`config.mk`:
```
export PLATFORM = sky130hd
export DESIGN_NAME = alu_cmd_loader
export DESIGN_NICKNAME = d
export VERILOG_FILES = /design/src/rtl/alu_pkg.sv /design/src/rtl/btn_debounce.sv /design/src/rtl/alu_cmd_loader.sv
export SDC_FILE = /design/constraint.sdc
export NUM_CORES = 1
export LEC_CHECK = 0
export ABC_AREA = 1
export BUFFER_PORTS_ARGS = -buffer_cell sky130_fd_sc_hd__buf_4
export CORE_MARGIN = 2
export CORE_UTILIZATION = 43
export CTS_CLUSTER_SIZE = 25
export DETAILED_ROUTE_END_ITERATION = 8
export PLACE_DENSITY_LB_ADDON = 0.25
export SYNTH_ARGS = -nofsm -noshare
export SYNTH_HDL_FRONTEND = slang
export SYNTH_HIERARCHICAL = 1
export SYNTH_SLANG_ARGS = --single-unit
```
`constraint.sdc`:
```
create_clock -name clk -period 1.8 [get_ports clk]
set_input_delay 0.36 -clock clk [delete_from_list [all_inputs] [get_ports clk]]
set_output_delay 0.36 -clock clk [all_outputs]
set_load 0.005 [all_outputs]
```
`src/rtl/alu_pkg.sv`:
```
// Shared types and constants for the ALU command loader.
// Opcode encodings match the 4-bit ALU's ctrl input.
package alu_pkg;

  localparam int DATA_W_DEF = 4;
  localparam int CTRL_W_DEF = 3;

  localparam logic [2:0] OP_ADD = 3'b000;
  localparam logic [2:0] OP_SUB = 3'b001;
  localparam logic [2:0] OP_NOT = 3'b010;
  localparam logic [2:0] OP_AND = 3'b011;
  localparam logic [2:0] OP_OR  = 3'b100;
  localparam logic [2:0] OP_XOR = 3'b101;
  localparam logic [2:0] OP_LT  = 3'b110;
  localparam logic [2:0] OP_EQ  = 3'b111;

  typedef enum logic [1:0] {
    S_OP    = 2'd0,
    S_A     = 2'd1,
    S_B     = 2'd2,
    S_ISSUE = 2'd3
  } state_t;

  // Opcodes that take only operand a.
  function automatic logic is_unary(input logic [2:0] op);
    return (op == OP_NOT);
  endfunction

endpackage

```
`src/rtl/btn_debounce.sv`:
```
// Two-flop synchroniser, counter debounce and rising-edge pulse for one button.
// Pulse appears DEB_CYCLES+3 cycles after a clean raw rising edge.
module btn_debounce #(
  parameter int DEB_CYCLES = 250000
) (
  input  logic clk,
  input  logic rst_n,
  input  logic raw,
  output logic pulse
);

  localparam int CNT_W = (DEB_CYCLES > 1) ? $clog2(DEB_CYCLES) : 1;
  localparam logic [CNT_W-1:0] CNT_MAX = CNT_W'(DEB_CYCLES - 1);

  logic             sync1;
  logic             sync2;
  logic             stable;
  logic             stable_d;
  logic [CNT_W-1:0] cnt;

  // Synchronise, debounce, and pulse on the accepted rising edge.
  always_ff @(posedge clk) begin
    if (!rst_n) begin
      sync1    <= 1'b0;
      sync2    <= 1'b0;
      stable   <= 1'b0;
      stable_d <= 1'b0;
      cnt      <= {CNT_W{1'b0}};
      pulse    <= 1'b0;
    end else begin
      sync1    <= raw;
      sync2    <= sync1;
      stable_d <= stable;
      pulse    <= stable & ~stable_d;
      if (sync2 == stable) begin
        cnt <= {CNT_W{1'b0}};
      end else if (cnt == CNT_MAX) begin
        stable <= ~stable;
        cnt    <= {CNT_W{1'b0}};
      end else begin
        cnt <= cnt + {{(CNT_W-1){1'b0}}, 1'b1};
      end
    end
  end

endmodule

```
`src/rtl/alu_cmd_loader.sv`:
```
// Captures ctrl, a, b from switches on debounced enter presses and issues them with valid/ready.
// Optional macro ALU_CMD_UNARY_SKIP_EN: NOT commands skip operand b entry.
module alu_cmd_loader
  import alu_pkg::*;
#(
  parameter int DATA_W     = DATA_W_DEF,
  parameter int CTRL_W     = CTRL_W_DEF,
  parameter int DEB_CYCLES = 250000
) (
  input  logic              clk,
  input  logic              rst_n,
  input  logic [DATA_W-1:0] sw,
  input  logic              btn_enter,
  input  logic              btn_clr,
  output logic [DATA_W-1:0] out_a,
  output logic [DATA_W-1:0] out_b,
  output logic [CTRL_W-1:0] out_ctrl,
  output logic              out_valid,
  input  logic              out_ready,
  output logic [1:0]        stage
);

  state_t state;
  logic   enter_pulse;
  logic   clr_pulse;

  btn_debounce #(.DEB_CYCLES(DEB_CYCLES)) u_enter (
    .clk   (clk),
    .rst_n (rst_n),
    .raw   (btn_enter),
    .pulse (enter_pulse)
  );

  btn_debounce #(.DEB_CYCLES(DEB_CYCLES)) u_clr (
    .clk   (clk),
    .rst_n (rst_n),
    .raw   (btn_clr),
    .pulse (clr_pulse)
  );

  assign stage = state;

  // Command sequencer; clear takes priority over enter and over a pending transfer.
  always_ff @(posedge clk) begin
    if (!rst_n) begin
      state     <= S_OP;
      out_a     <= {DATA_W{1'b0}};
      out_b     <= {DATA_W{1'b0}};
      out_ctrl  <= {CTRL_W{1'b0}};
      out_valid <= 1'b0;
    end else if (clr_pulse) begin
      state     <= S_OP;
      out_a     <= {DATA_W{1'b0}};
      out_b     <= {DATA_W{1'b0}};
      out_ctrl  <= {CTRL_W{1'b0}};
      out_valid <= 1'b0;
    end else begin
      case (state)
        S_OP: begin
          if (enter_pulse) begin
            out_ctrl <= sw[CTRL_W-1:0];
            state    <= S_A;
          end
        end
        S_A: begin
          if (enter_pulse) begin
            out_a <= sw;
`ifdef ALU_CMD_UNARY_SKIP_EN
            if (is_unary(3'(out_ctrl))) begin
              out_b     <= {DATA_W{1'b0}};
              out_valid <= 1'b1;
              state     <= S_ISSUE;
            end else begin
              state <= S_B;
            end
`else
            state <= S_B;
`endif
          end
        end
        S_B: begin
          if (enter_pulse) begin
            out_b     <= sw;
            out_valid <= 1'b1;
            state     <= S_ISSUE;
          end
        end
        S_ISSUE: begin
          // Operands stay frozen; only a completed handshake leaves this state.
          if (out_valid && out_ready) begin
            out_valid <= 1'b0;
            state     <= S_OP;
          end
        end
        default: begin
          out_valid <= 1'b0;
          state     <= S_OP;
        end
      endcase
    end
  end

endmodule

```
Yosys cells after proc, flatten, opt, wreduce, memory -nomap -nowiden
Index checks and enable logic that the tools add are counted.
Cells by class
  reductions and logical operators: 13
  add/sub/neg operators: 2
  equal/unequal tests: 11
  multiplexer cells: 8
  bitwise operators: 9
Operator list (number)
  $add A18 B1 Y18 const B: 2
  $eq A18 B18 Y1 const B: 2
  $reduce_and A2 Y1: 5
  $mux W2: 4
  $pmux W2 S4: 1
  $not A1 Y1: 7
  $ne A2 B1 Y1 const B: 3
  $reduce_or A3 Y1: 2
  $eq A2 B2 Y1 const B: 2
  $reduce_and A4 Y1: 1
  $reduce_and A3 Y1: 1
  $and A1 B1 Y1: 2
  $eq A1 B1 Y1: 2
  $eq A2 B1 Y1 const B: 1
  $logic_not A2 Y1: 1
  $mux W1: 2
  $ne A2 B2 Y1 const B: 1
  $pmux W1 S2: 1
  $reduce_bool A2 Y1: 1
  $reduce_or A2 Y1: 1
  $logic_and A1 B1 Y1: 1
Word-level totals
  bits of input ports: 9
  flip-flop bits (word level): 60
  logic and storage cells: 60

Depth between registers and ports, before layout
Gate-level depths: netlist of run 1.
  depth after elaboration: 3
  depth in mapped cells: 9

Cells and area by module
Netlist of run 1, hierarchy kept.
By module, submodules not included
  btn_debounce: times used 2, cells an instance 152, area each 1099.8 um^2
  alu_cmd_loader: times used 1, cells an instance 88, area each 653.1 um^2

Worst setup path before layout of run 1
No wires, ideal clock.
  path type: register to register
  from: register u_clr.cnt[0]
  to: register u_clr.cnt[7]
  setup time: 116 ps
  stages on the path, launching flop included: 10
  arrival: 1272 ps
  path buffers: 1
  slack: 412 ps
  required time: 1684 ps
  cell sequence: dfxtp_1 ha_1 nand2_1 nor2_2 nand2_1 inv_1 nand3_2 nand2_4 buf_12 nor2_1
Between the ends
  word-level cells in the longest chain between the ends: 2
  elaborated cells between the ends (all ways): 3
RTL lines
  start: declaration: line btn_debounce.sv:19  | logic [CNT_W-1:0] cnt;
  start signal: assignment: line btn_debounce.sv:28  | cnt <= {CNT_W{1'b0}};
  start signal: assignment: line btn_debounce.sv:36  | cnt <= {CNT_W{1'b0}};
  start signal: assignment: line btn_debounce.sv:39  | cnt <= {CNT_W{1'b0}};
  parallel branches: the longest is 2 deep, another holds $add A18 B1 Y18
Several ways; the timed one is not identified.
A chain may end at the register's enable or synchronous reset.

Final worst setup path of run 1
  from: register u_enter.cnt[0]
  to: register u_enter.cnt[13]
Between the ends
  word-level cells in the longest chain between the ends: 2
  elaborated cells between the ends (all ways): 3
RTL lines (line)
  start: declaration: btn_debounce.sv:19
  start signal: assignment: btn_debounce.sv:28
  start signal: assignment: btn_debounce.sv:36
  start signal: assignment: btn_debounce.sv:39
  parallel branches: the longest is 2 deep, another holds $add A18 B1 Y18
Several ways; the timed one is not identified.

==> results.py, run 1 <==
metrics = {
    "outcome": {
        "status": "complete, no violations",
    },
    "synth": {
        "syn_avg_cell_area_um2": 7.28,
        "ys.warnings.count": 6,
        "synth_area_leaders": "dfxtp_1 (42%), nand2_1 (11%), nor2_1 (10%), nor2_2 (5.7%), inv_1 (5.0%)",
        "yosysTopAreaCellShare_pct": 42.1,
        "syn-num-nets": 409,
        "synthesis.area_um2": 2850,
        "ys_seq_area_share_pct": 42.1,
        "yosysTopAreaCell": "dfxtp_1",
        "syn_inst": 392,
        "synth-seq-cells": 60,
        "ys_types": 22,
    },
    "global_route": {
        "grt_pass1_wl_um": 9430,
        "antenna_found_initial": 0,
        "grt_overflow": 0,
        "grt_max_degree": 19,
        "grt_pass1_vias": 2260,
        "grt.total_usage_pct": 16.0,
    },
    "power_and_ir_drop": {
        "finalPower_mw": 2.86,
        "ir_drop_mv": 0.519,
        "p_per_area_nw_per_um2": 863,
        "power_leakage_nw": 1.16,
    },
    "floorplanning": {
        "io_pins": 23,
        "die-area_um2": 7300,
        "rows": 29,
        "start_util_pct": 44.7,
        "die_w_um": 85.5,
        "fp.dieH_um": 85.5,
        "coreArea_um2": 6390,
    },
    "sta": {
        "period_share_pct": 85.5,
        "final_max_slew_viol_count": 0,
        "max-slew-margin-rel_pct": 71.4,
        "hold_violations": 0,
        "layout_min_cycle_time_ps": 1540,
        "finalSetupViolCount": 0,
        "rsz0062_at_grt": "no",
        "finalClockSkew_ps": 6.62,
        "final.setup.tns_ps": 0,
        "max_clock_freq_mhz": 650,
        "tightest_slew_ps": 429,
    },
    "routing": {
        "routed_wl_um": 5030,
        "drc_errors": 0,
        "num_vias": 2366,
        "drt-initial-drc-count": 95,
        "viasPerCell": 4.69,
        "drtAntennaViolNets": 0,
        "firstDrtPassIters": 4,
        "wl_per_cell_um": 9.98,
    },
    "min_path": {
        "whs_path_depth": 3,
        "holdCritStartpoint": "btn_clr",
        "min_to": "u_clr/sync1",
        "hold_class": "in2reg",
    },
    "critical_path": {
        "rrSetupSlack_ps": 260,
        "critPathLaunchType": "flop",
        "cp_max_fo": 18,
        "r2r-start": "u_enter/cnt[0]",
        "worstRegToRegCells": 8,
        "worstSetupEndpointType": "flop",
        "crit_type": "reg2reg",
        "r2r_end": "u_enter/cnt[13]",
        "required_ps": 2010,
        "cp.arrival_ps": 1750,
    },
    "placement": {
        "gp_congestion": 0.821,
        "hpwl_um": 3700,
        "port_buffers": 22,
    },
    "clock_tree": {
        "cts-buffers-inserted": 9,
        "cts_resized": 0,
        "root_buffer": "clkbuf_8",
        "clk-insertion-delay-late_ps": 330,
        "ctsHoldBuffers": 0,
        "clk_pin_slew_ps": 70,
        "cts.path.max_buffers": 2,
        "cts_num_sinks": 60,
        "cts_setup_buffers": 0,
        "cts_tree": "built",
        "htree_levels": 3,
    },
    "final_layout": {
        "drive_gt1_share_pct": 17.1,
        "final_nets": 439,
        "n_antenna_cell": 0,
        "final.fill_count": 620,
        "synthToLayoutAreaGrowth_pct": 16.1,
    },
    "flow_run": {
        "maxCapViolCount": 0,
    },
}
[placed cells by master (no fill, tap or decap), types with 8 or more instances in the layout]
master	n
a21oi_1	17
buf_4	22
clkbuf_8	9
dfxtp_1	60
ha_1	8
inv_1	38
nand2_1	86
nand3_1	18
nor2_1	79
nor2_2	26
o21ai_0	18
xor2_1	14
[cell families after synthesis]
family | Yosys count | synth area share [%]
simple gates | 227 | 35.4
flops | 60 | 42.1
buf+inv | 42 | 6.80
compound gates | 37 | 6.67
xor+xnor | 18 | 5.53
fa+ha+maj | 8 | 3.51
[cell usage after synthesis]
cell type and n:
nand2_1 86, nor2_1 79, dfxtp_1 60, inv_1 38, nor2_2 26, nand3_1 18, o21ai_0 18, a21oi_1 17
xor2_1 14, ha_1 8, nand4_1 4, or2_0 4, xnor2_1 4, nand2_4 3, buf_12 2, nand3_2 2
nor3b_1 2, o21bai_1 2, or2_2 2, buf_4 1, inv_2 1, nand2_2 1
[worst max path at each step]
stage / start / end / slack, ps / cells after the start
detailed placement: u_clr/cnt[0] / u_clr/cnt[11] / 260 / 8
global route: u_enter/cnt[0] / u_enter/cnt[10] / 90 / 8
finish: u_enter/cnt[0] / u_enter/cnt[13] / 260 / 8
global placement: u_enter/cnt[0] / u_enter/cnt[11] / 330 / 8
CTS: u_enter/cnt[0] / u_enter/cnt[13] / 250 / 8
floorplan: u_clr/cnt[0] / u_clr/cnt[7] / 410 / 9
[sequential cells by signal (all words and copies together), names as in the netlist]
register          flops
u_clr/sync2           1
out_ctrl              3
u_clr/stable          1
u_clr/pulse           1
u_clr/sync1           1
out_b                 4
u_enter/cnt          18
out_a                 4
out_valid             1
u_enter/stable_d      1
u_clr/cnt            18
u_enter/stable        1
u_enter/pulse         1
stage                 2
u_enter/sync1         1
u_enter/sync2         1
u_clr/stable_d        1
[power breakdown]
group,switching [mW],internal (mW)
registers,0.00275,1.33
clock network,0.548,0.926
logic,0.0293,0.0199
[worst max-delay path, cell delays in order (launching register included)]
cell and delay (ps):
dfxtp_1 410, ha_1 240, nand2_1 80, nor2_2 130
nand2_1 90, inv_1 70, nand3_2 100, nand2_4 230
nor2_1 80
[metal layers]
layer,vias up,wire [um],GRT usage [%]
met5,-,0,0
met4,0,61,7.50
met3,5,177,5.25
met2,24,2280,25.2
met1,1056,2510,19.9
li1,1281,-,-
[metrics by stage]
stage | setup WS, ps | util (%) | hold slack, ps | instances | area, um2
3_5_place_dp | 262 | 48.0 | 377 | 488 | 3070
5_1_grt | 94.1 | 51.9 | 218 | 504 | 3310
6_report | 260 | 51.9 | 217 | 504 | 3310
2_1_floorplan | 412 | - | 368 | 392 | 2850
4_1_cts | 250 | 51.9 | 201 | 504 | 3310
3_3_place_gp | 329 | 48.0 | 373 | 488 | 3070
[cell type report]
cell class                 count  area [um2]  area share, %
clock buffer                   9         124           3.74
clock inverter                 7         123           3.70
inverter                      39         146           4.42
multi-input combinational    290        1460           44.0
sequential                    60        1200           36.3
tap                           77        96.3           2.91
timing repair buffer          22         165           4.98
(Power assumes the default switching activity.)
==> inputs of run 2 (changes only) <==
Settings changed: CELL_PAD_IN_SITES_DETAIL_PLACEMENT set to 1, CELL_PAD_IN_SITES_GLOBAL_PLACEMENT set to 1, CORE_ASPECT_RATIO set to 2, CORE_MARGIN 2 to 4.
==> results.py, run 2 (synthesized netlist as in run 1, its figures left out) <==
metrics = {
    "global_route": {
        "grt_pass1_wl_um": 12300,
        "grt_pass1_vias": 2780,
        "grt_max_degree": 19,
        "grt_overflow": 0,
        "grt.total_usage_pct": 20.3,
        "antenna_found_initial": 0,
    },
    "clock_tree": {
        "htree_levels": 3,
        "clk-insertion-delay-late_ps": 330,
        "cts-buffers-inserted": 9,
        "cts_resized": 0,
        "cts.path.max_buffers": 2,
        "root_buffer": "clkbuf_16",
        "cts_tree": "built",
        "clk_pin_slew_ps": 50,
        "cts_setup_buffers": 0,
        "ctsHoldBuffers": 0,
        "cts_num_sinks": 60,
    },
    "sta": {
        "period_share_pct": 88.9,
        "tightest_slew_ps": 454,
        "max_clock_freq_mhz": 625,
        "layout_min_cycle_time_ps": 1600,
        "final.setup.tns_ps": 0,
        "finalClockSkew_ps": 7.28,
        "rsz0062_at_grt": "no",
        "hold_violations": 0,
        "max-slew-margin-rel_pct": 69.7,
        "whs_ps": 219,
        "finalSetupViolCount": 0,
        "final_max_slew_viol_count": 0,
    },
    "power_and_ir_drop": {
        "ir_drop_mv": 0.576,
        "finalPower_mw": 3.20,
        "p_per_area_nw_per_um2": 942,
        "power_leakage_nw": 1.20,
    },
    "placement": {
        "gp_congestion": 0.799,
        "hpwl_um": 5260,
        "port_buffers": 22,
        "dp_cells": 497,
    },
    "floorplanning": {
        "start_util_pct": 44.8,
        "die_w_um": 65.6,
        "die-area_um2": 8080,
        "io_pins": 23,
        "fp.dieH_um": 123,
        "rows": 41,
        "coreArea_um2": 6360,
    },
    "routing": {
        "num_vias": 2536,
        "drc_errors": 0,
        "drtAntennaViolNets": 0,
        "wl_per_cell_um": 13.9,
        "routed_wl_um": 7150,
        "drt-initial-drc-count": 96,
        "viasPerCell": 4.94,
        "firstDrtPassIters": 4,
    },
    "critical_path": {
        "cp.arrival_ps": 1800,
        "required_ps": 2000,
        "cp_max_fo": 18,
        "crit_type": "reg2reg",
        "rrSetupSlack_ps": 200,
        "worstSetupEndpointType": "flop",
        "critPathLaunchType": "flop",
        "worstRegToRegCells": 8,
    },
    "final_layout": {
        "layoutNonFillerInstCount": 513,
        "drive_gt1_share_pct": 16.9,
        "final_nets": 439,
        "n_antenna_cell": 0,
        "final.fill_count": 861,
        "largestRegisters": "u_clr/cnt: 18 flops, u_enter/cnt: 18 flops",
        "most-common-layout-cells": "nand2_1 (86), nor2_1 (79), dfxtp_1 (60), inv_1 (38), nor2_2 (26)",
        "synthToLayoutAreaGrowth_pct": 19.0,
        "multi_input_area_um2": 1460,
        "final_common_cell": "nand2_1",
        "register_area_um2": 1200,
    },
    "flow_run": {
        "maxCapViolCount": 0,
    },
    "min_path": {
        "whs_path_depth": 3,
        "hold_class": "in2reg",
    },
    "outcome": {
        "status": "complete, no violations",
    },
}
## run 2: cell types whose count changed in the layout (fill, tap and decap cells not counted), sizes merged
cell | previous run | this run
inv | 40 | 39
clkbuf | 9 | 10
bufinv | 3 | 2
clkinv | 1 | 2
## run 2: final timing paths
kind	start	endpoint
worst min register to register	u_enter/stable_d	u_enter/pulse
worst max-delay path	u_clr/cnt[0]	u_clr/cnt[13]
worst min-delay path	btn_clr	u_clr/sync1
worst max register to register	u_clr/cnt[0]	u_clr/cnt[13]
## run 2: critical path: stages (launching register included)
cell and delay (ps):
dfxtp_1 400, ha_1 240, nand2_1 80, nor2_2 140
nand2_1 90, inv_1 80, nand3_2 100, nand2_4 250
nor2_1 80
## run 2: area by class of cell
class | instances | area share, %
flip-flops and latches | 60 | 35.4
inverters | 39 | 4.31
clock inverters | 6 | 2.62
well taps | 86 | 3.17
clock buffers | 10 | 6.74
multi-input cells | 290 | 42.9
repair buffers | 22 | 4.86
## run 2: metrics by stage
| step | area, um2 | setup WS [ps] | util [%] |
|---|---|---|---|
| after floorplan | 2850 | 412 | - |
| after global placement | 3080 | 286 | 48.4 |
| after detailed placement | 3080 | 225 | 48.4 |
| after CTS | 3400 | 167 | 53.4 |
| after global routing | 3400 | 48.9 | 53.4 |
| final | 3400 | 200 | 53.4 |
## run 2: per-layer routing
metal / routed length, um / share of wire, % / GRT usage [%]
met3: 123 / 1.7 / 5.09
met5: 0 / 0 / 0
met1: 2340 / 33 / 16.8
met4: 199 / 2.8 / 10.0
met2: 4480 / 63 / 41.6
## run 2: where the power goes
part | switching, mW | internal (mW) | leakage [nW]
clock | 0.600 | 1.21 | 0.149
combinational | 0.0318 | 0.0199 | 0.564
sequential | 0.00275 | 1.33 | 0.484
total | 0.634 | 2.56 | 1.20
==> inputs of run 3 (changes only) <==
Settings changed: CORE_ASPECT_RATIO 2 to not set.
==> results.py, run 3 (synthesized netlist as in run 1, its figures left out) <==
metrics = {
    "critical_path": {
        "r2r-start": "u_clr/cnt[0]",
        "path_depth": 8,
        "worstSetupEndpointType": "flop",
        "critPathLaunchType": "flop",
        "path_cells": "ha_1 > nand2_1 > nor2_2 > nand2_1 > inv_1 > nand3_2 > nand2_4 > nor2_1",
        "required_ps": 2020,
        "setup.worst_path.start": "u_clr/cnt[0]",
        "crit_end": "u_clr/cnt[13]",
        "crit_path_top_delay_cell": "dfxtp_1",
        "cp.arrival_ps": 1790,
        "worstRegToRegCells": 8,
        "cp_common_cell": "nand2_1",
        "path_buf_inv": 1,
        "rrSetupSlack_ps": 230,
        "r2r_end": "u_clr/cnt[13]",
        "crit_family": "simple AND/OR/NAND/NOR gates",
        "crit_type": "reg2reg",
        "cp_max_fo": 18,
        "cp_slowest_stage_delay_ps": 400,
    },
    "clock_tree": {
        "cts.path.max_buffers": 2,
        "clk-insertion-delay-late_ps": 340,
        "ctsHoldBuffers": 0,
        "cts_num_sinks": 60,
        "cts_setup_buffers": 0,
        "cts-buffers-inserted": 9,
        "clk_pin_slew_ps": 70,
        "cts_resized": 0,
        "htree_levels": 3,
        "root_buffer": "clkbuf_8",
        "cts_tree": "built",
    },
    "global_route": {
        "grt_pass1_vias": 2505,
        "grt.total_usage_pct": 18.1,
        "grt_overflow": 0,
        "grt_pass1_wl_um": 11200,
        "grt_max_degree": 19,
        "antenna_found_initial": 0,
    },
    "sta": {
        "hold_violations": 0,
        "max-slew-margin-rel_pct": 69.7,
        "period_share_pct": 87.3,
        "whs_ps": 211,
        "max_clock_freq_mhz": 636,
        "layout_min_cycle_time_ps": 1570,
        "tightest_slew_ps": 454,
        "finalSetupViolCount": 0,
        "final.setup.tns_ps": 0,
        "finalClockSkew_ps": 10.0,
        "final_max_slew_viol_count": 0,
        "rsz0062_at_grt": "no",
    },
    "outcome": {
        "status": "complete, no violations",
    },
    "power_and_ir_drop": {
        "p_per_area_nw_per_um2": 800,
        "ir_drop_mv": 0.395,
        "power_leakage_nw": 1.15,
        "clock_power_share_pct": 46.9,
        "seq_power_share_pct": 51.1,
        "p_sw_uw": 551,
        "combPwrFrac_pct": 2.0,
        "p_int_mw": 2.06,
        "p_sw_share_pct": 21.1,
    },
    "floorplanning": {
        "die_w_um": 89.5,
        "rows": 29,
        "coreArea_um2": 6390,
        "fp.dieH_um": 89.5,
        "die-area_um2": 8000,
        "io_pins": 23,
        "start_util_pct": 44.7,
    },
    "final_layout": {
        "final_common_cell": "nand2_1",
        "post-route-cell-area_um2": 3270,
        "largestRegisters": "u_clr/cnt: 18 flops, u_enter/cnt: 18 flops",
        "n_antenna_cell": 0,
        "layoutNonFillerInstCount": 504,
        "final.fill_count": 823,
        "most-common-layout-cells": "nand2_1 (86), nor2_1 (79), dfxtp_1 (60), inv_1 (38), nor2_2 (26)",
        "synthToLayoutAreaGrowth_pct": 14.6,
        "final_nets": 439,
        "drive_gt1_share_pct": 16.9,
        "final_core_util_pct": 51.2,
    },
    "routing": {
        "wl_per_cell_um": 12.8,
        "drtAntennaViolNets": 0,
        "routed_wl_um": 6440,
        "drt-initial-drc-count": 88,
        "firstDrtPassIters": 4,
        "viasPerCell": 4.93,
        "num_vias": 2487,
        "drc_errors": 0,
    },
    "placement": {
        "gp_congestion": 0.778,
        "postPlaceCellArea_um2": 3070,
        "hpwl_um": 4770,
        "port_buffers": 22,
        "dp_cells": 488,
    },
    "flow_run": {
        "maxCapViolCount": 0,
    },
    "min_path": {
        "holdCritStartpoint": "btn_enter",
        "hold_class": "in2reg",
    },
}
run 3: layout make-up:
| class | count | area, um2 | share of cell area, % |
|---|---|---|---|
| inverter | 39 | 146 | 4.48 |
| multi-input combinational | 290 | 1460 | 44.6 |
| timing repair buffer | 22 | 165 | 5.05 |
| clock inverter | 4 | 47.5 | 1.45 |
| sequential | 60 | 1200 | 36.7 |
| tap | 77 | 96.3 | 2.95 |
| clock buffer | 12 | 155 | 4.75 |
run 3: worst min-delay path by stage:
stage	to	slack, ps	depth (start not counted)
after floorplan	u_clr/pulse	370	1
after global placement	u_clr/pulse	370	1
after detailed placement	u_clr/pulse	390	1
after CTS	u_enter/sync1	200	3
after global routing	u_enter/sync1	210	3
final	u_enter/sync1	210	3
run 3: layer usage:
metal / wire length (um) / global-route usage (%)
met3: 186 / 3.96
met2: 3190 / 31.0
met5: 0 / 0
met1: 2940 / 21.5
met4: 116 / 8.12
run 3: stage by stage:
stage | setup slack, ps | power, mW
2_1_floorplan | 412 | 1.40
3_3_place_gp | 300 | 1.42
3_5_place_dp | 219 | 1.42
4_1_cts | 218 | 2.66
5_1_grt | 43.6 | 2.73
6_report | 229 | 2.61
run 3: power groups by stage:
| stage | clock network [mW] | logic (mW) | registers, mW |
|---|---|---|---|
| final | 1.23 | 0.0516 | 1.34 |
| after global placement | 0 | 0.0501 | 1.37 |
| after detailed placement | 0 | 0.0521 | 1.37 |
| after global routing | 1.34 | 0.0586 | 1.34 |
| after floorplan | 0 | 0.0325 | 1.36 |
| after CTS | 1.27 | 0.0526 | 1.34 |
run 3: tightest hold or removal path: cells and delay by family:
family / cells / cell delay, ps
simple gates: 1 / 40
buf+inv: 2 / 120
